--- src/rtl/vsync_sequencer.sv ---
// vsync_sequencer: raster h/v counters that address the vertical-timing PROM and decode its flags.
// Define VSEQ_IRQ_EN to build the vertical interrupt (prom_d[0] rising across lines); otherwise irq=0.
module vsync_sequencer #(
  parameter int H_TOTAL       = 384,
  parameter int H_BLANK_START = 256,
  parameter int H_SYNC_START  = 288,
  parameter int H_SYNC_END    = 320,
  parameter int PROM_LAT      = 2
) (
  input  logic       clk,
  input  logic       reset_n,
  input  logic       ce,
  output logic [7:0] prom_a,
  output logic       prom_e,
  input  logic [3:0] prom_d,
  output logic [8:0] hcount,
  output logic [7:0] vcount,
  output logic       hblank,
  output logic       hsync,
  output logic       vblank,
  output logic       vsync,
  output logic       frame_start,
  output logic       irq,
  input  logic       irq_ack
);

  localparam logic [8:0] H_LAST  = 9'(H_TOTAL - 1);
  localparam logic [8:0] H_BLANK = 9'(H_BLANK_START);
  localparam logic [8:0] H_SYNC0 = 9'(H_SYNC_START);
  localparam logic [8:0] H_SYNC1 = 9'(H_SYNC_END);
  localparam logic [8:0] H_CAPT  = 9'(PROM_LAT);

  logic [8:0] hcount_nxt;
  logic       line_end;
  logic       capture;

  assign line_end   = (hcount == H_LAST);
  assign hcount_nxt = line_end ? 9'd0 : hcount + 9'd1;
  assign capture    = ce && (hcount == H_CAPT);
  assign prom_a     = vcount;

  always_ff @(posedge clk or negedge reset_n) begin
    if (!reset_n) begin
      prom_e <= 1'b0;
    end else begin
      prom_e <= 1'b1;
    end
  end

  // hblank/hsync decode the next count so they line up with the hcount they describe
  always_ff @(posedge clk or negedge reset_n) begin
    if (!reset_n) begin
      hcount <= 9'd0;
      vcount <= 8'd0;
      hblank <= 1'b0;
      hsync  <= 1'b0;
    end else if (ce) begin
      hcount <= hcount_nxt;
      hblank <= (hcount_nxt >= H_BLANK);
      hsync  <= (hcount_nxt >= H_SYNC0) && (hcount_nxt < H_SYNC1);
      if (line_end) begin
        vcount <= vcount + 8'd1;
      end
    end
  end

  always_ff @(posedge clk or negedge reset_n) begin
    if (!reset_n) begin
      frame_start <= 1'b0;
    end else begin
      frame_start <= ce && line_end && (vcount == 8'hff);
    end
  end

  always_ff @(posedge clk or negedge reset_n) begin
    if (!reset_n) begin
      vblank <= 1'b0;
      vsync  <= 1'b0;
    end else if (capture) begin
      vblank <= prom_d[2];
      vsync  <= prom_d[1];
    end
  end

`ifdef VSEQ_IRQ_EN
  logic bit0_hist;
  logic irq_set;

  assign irq_set = capture && prom_d[0] && !bit0_hist;

  always_ff @(posedge clk or negedge reset_n) begin
    if (!reset_n) begin
      bit0_hist <= 1'b0;
    end else if (capture) begin
      bit0_hist <= prom_d[0];
    end
  end

  // a new edge outranks an acknowledge arriving on the same clock
  always_ff @(posedge clk or negedge reset_n) begin
    if (!reset_n) begin
      irq <= 1'b0;
    end else if (irq_set) begin
      irq <= 1'b1;
    end else if (irq_ack) begin
      irq <= 1'b0;
    end
  end

  logic unused_bits;
  assign unused_bits = prom_d[3];
`else
  assign irq = 1'b0;

  logic unused_bits;
  assign unused_bits = ^{prom_d[3], prom_d[0], irq_ack};
`endif

endmodule

--- config.mk ---
export PLATFORM = sky130hd
export DESIGN_NAME = vsync_sequencer
export DESIGN_NICKNAME = d
export VERILOG_FILES = /design/src/rtl/vsync_sequencer.sv
export SDC_FILE = /design/constraint.sdc
export NUM_CORES = 1
export LEC_CHECK = 0
export BUFFER_PORTS_ARGS = -buffer_cell sky130_fd_sc_hd__buf_2
export CORE_UTILIZATION = 30
export CTS_CLUSTER_DIAMETER = 80
export CTS_CLUSTER_SIZE = 28
export DETAILED_ROUTE_END_ITERATION = 7
export SETUP_SLACK_MARGIN = 0.4
export SLEW_MARGIN = 20
export SYNTH_ARGS = -nofsm -noshare
export SYNTH_HDL_FRONTEND = slang
export SYNTH_SLANG_ARGS = --single-unit
--- constraint.sdc ---
create_clock -name clk -period 1.6 [get_ports clk]
set_input_delay 0.16 -clock clk [delete_from_list [all_inputs] [get_ports clk]]
set_output_delay 0.16 -clock clk [all_outputs]
set_load 0.01 [all_outputs]
==> impl_metrics.toml <==
[routing]
drtIter0Drc = 26
route.detailed.drc = 0
vias = 899
route.detailed.wl_per_inst_um = 12.5
drtPass1Iterations = 3
ant_nets = 0
wirelength_um = 2360
vias_per_cell = 4.76

[yosys]
syn_area_per_cell_um2 = 10.8
synth_top_flop_cell = "dfrtp_1"
synth_most_common_cell = "dfrtp_1"
synth_top_area_share = 0.499
synth.area.top_cells = "dfrtp_1, buf_4, xnor2_1"
yosys_register_bits = 22
synth_edf_count = 0
ys_seq_area_frac = 0.499
ys.warnings.count = 0
ys_types = 27
synth_nets = 113
synthTopCellsByCount = "dfrtp_1, buf_4, nand2_1, xnor2_1"
netlist_instances = 102
synthArstFlopShare = 1.00
syn_area_um2 = 1100
yosysTopAreaCell = "dfrtp_1"

[die]
die_w_um = 62.7
rows = 21
start_util = 0.321
die_area_um2 = 3930
die_h_um = 62.7
ioPinCount = 40
core_area_um2 = 3440

[timing]
finalSetupViolations = 0
drv_slew = 0
timing.final.crit_share = 0.910
hold_slack_ns = 0.125
skew_ns = 0.00294
rsz0062_at_grt = "yes"
finalSetupTns_ns = 0
final_hold_viol_count = 0
max_freq_ghz = 0.687
layout_min_cycle_time_ns = 1.46

[grt]
antenna_found_initial = 0
grt_pass1_wl_um = 4000
grt_overflow = 0
grt_pass1_vias = 873
grt_max_degree = 23
globalRouteTotalUtil = 0.131

[pwr]
irDropWorstVdd_mv = 0.889
leakage_nw = 0.750
power_density_nw_per_um2 = 1180

[min_path]
min_from = "prom_d[2]"
hp-class = "in2reg"
hold_depth = 2
holdPathEnd = "vblank$_DFFE_PN0P_"

[clock_network]
clk_pin_slew_ns = 0.08
cts_made_buffers = 3
htreeDepth = 1
cts_root_buf = "clkbuf_8"
clk_latency_ns = 0.26
cts_tree = "built"
cts.sinks = 22
cts_buffer_depth = 2

[place]
dp_hpwl_um = 1570
port_buffers = 35
gp_congestion = 0.809

[final_layout]
drive_gt1_frac = 0.517
area_growth_pct = 38.5
nNetsFinal = 155
nFillCells = 329
diodes = 0

[status]
status = "finished, final reports clean"

[setup_path]
critPathCaptureType = "flop"
arrival_ns = 1.60
crit_path_start_kind = "flop"
worstRegToRegCells = 6
crit_path_max_fanout = 6
r2r_start = "hcount[0]$_DFFE_PN0P_"
r2r-end = "hcount[0]$_DFFE_PN0P_"
worstPathRequired_ns = 1.74
timing_worst_setup_path_type = "reg2reg"
rrSetupSlack_ns = 0.14

[run]
drv_cap = 0
==> worst max-delay path, cell delays in order, from the launching register on <==
cell and delay (ns):
dfrtp_2 0.40, ha_4 0.16, nand4_4 0.11, buf_4 0.16
buf_6 0.13, o311ai_4 0.26, o21ai_1 0.11
==> metal layers <==
| metal | up-vias | part of all wire | routed length, µm | GRT usage |
|---|---|---|---|---|
| met2 | 32 | 0.48 | 1120 | 0.198 |
| met5 | - | 0 | 0 | 0 |
| met1 | 436 | 0.46 | 1080 | 0.172 |
| met3 | 5 | 0.055 | 131 | 0.0420 |
| li1 | 426 | - | - | - |
| met4 | 0 | 0.011 | 27 | 0.0523 |
==> power by group <==
part	total [mW]	switching (mW)	internal, mW	leakage (nW)
combinational	0.494	0.252	0.242	0.434
clock	0.521	0.187	0.334	0.0357
sequential	0.795	0.141	0.654	0.281
total	1.81	0.580	1.23	0.750
==> stage by stage <==
step	worst slack, ns	power, mW	util	area (µm²)	std cells
after floorplan	0.116	1.03	-	1130	102
after global placement	0.0915	1.20	0.381	1310	176
after detailed placement	0.0641	1.21	0.381	1310	176
after CTS	0.171	1.77	0.421	1450	185
after global routing	0.0816	1.91	0.444	1530	189
final	0.144	1.81	0.444	1530	189
==> cell families (layout without fill, tap and decap cells) <==
logic type               Yosys count  in the layout  synth area share
XOR/XNOR                          11             11            0.0873
buffers and inverters             14             55            0.0816
flip-flops                        22             22             0.499
AND/OR/NAND/NOR                   38             38             0.196
adder cells (fa/ha/maj)            3              3            0.0340
multiplexers                       5              5            0.0488
other                              2              2           0.00681
AO/OA/AOI/OAI                      7              7            0.0465
==> layout by cell type, fill, tap and decap left out, drive strengths merged, types with 2 or more instances in the layout <==
cell type | synthesis | layout
buf | 10 | 47
dfrtp | 22 | 22
xnor2 | 8 | 8
nand2 | 8 | 8
nand4 | 8 | 8
nor2 | 7 | 7
nand3 | 5 | 5
xor2 | 3 | 3
clkbuf | 1 | 3
inv | 3 | 3
mux2 | 3 | 3
ha | 3 | 3
nor3 | 3 | 3
and3 | 2 | 2
mux2i | 2 | 2
conb | 2 | 2
o21ai | 2 | 2
nor4 | 2 | 2
o31ai | 2 | 2
==> worst max path at each step <==
stage                                startpoint               endpoint  slack [ns]  cells past startpoint
final                     hcount[0]$_DFFE_PN0P_  hcount[0]$_DFFE_PN0P_        0.14                      6
after global routing      hcount[1]$_DFFE_PN0P_  hcount[5]$_DFFE_PN0P_        0.08                      7
after CTS                 hcount[1]$_DFFE_PN0P_  prom_a[1]$_DFFE_PN0P_        0.17                      5
after detailed placement  hcount[6]$_DFFE_PN0P_  prom_a[7]$_DFFE_PN0P_        0.06                      4
after global placement    hcount[1]$_DFFE_PN0P_  prom_a[1]$_DFFE_PN0P_        0.09                      4
after floorplan           hcount[1]$_DFFE_PN0P_  prom_a[1]$_DFFE_PN0P_        0.12                      4
==> repair_timing <==
action,in CTS,in global routing
pin swaps,4,7
resized for setup,5,12
endpoints found under the setup margin,18,19
buffers inserted,4,4
hold buffers,1,0
hold endpoints to repair,22,0
==> sequential cells by signal, indices dropped and copies added (netlist names) <==
name / count
hsync: 1
prom_e: 1
prom_a: 8
frame_start: 1
vblank: 1
vsync: 1
hcount: 9
==> final cells by class <==
type,count,area (µm²),area share
Clock buffer,3,41.3,0.0270
Clock inverter,1,30.0,0.0196
Inverter,3,13.8,0.00900
Multi-Input combinational cell,66,537,0.351
Sequential cell,22,558,0.365
Tap cell,46,57.6,0.0376
Timing Repair Buffer,48,292,0.191
Note: power is estimated with default switching activity, not from simulation.
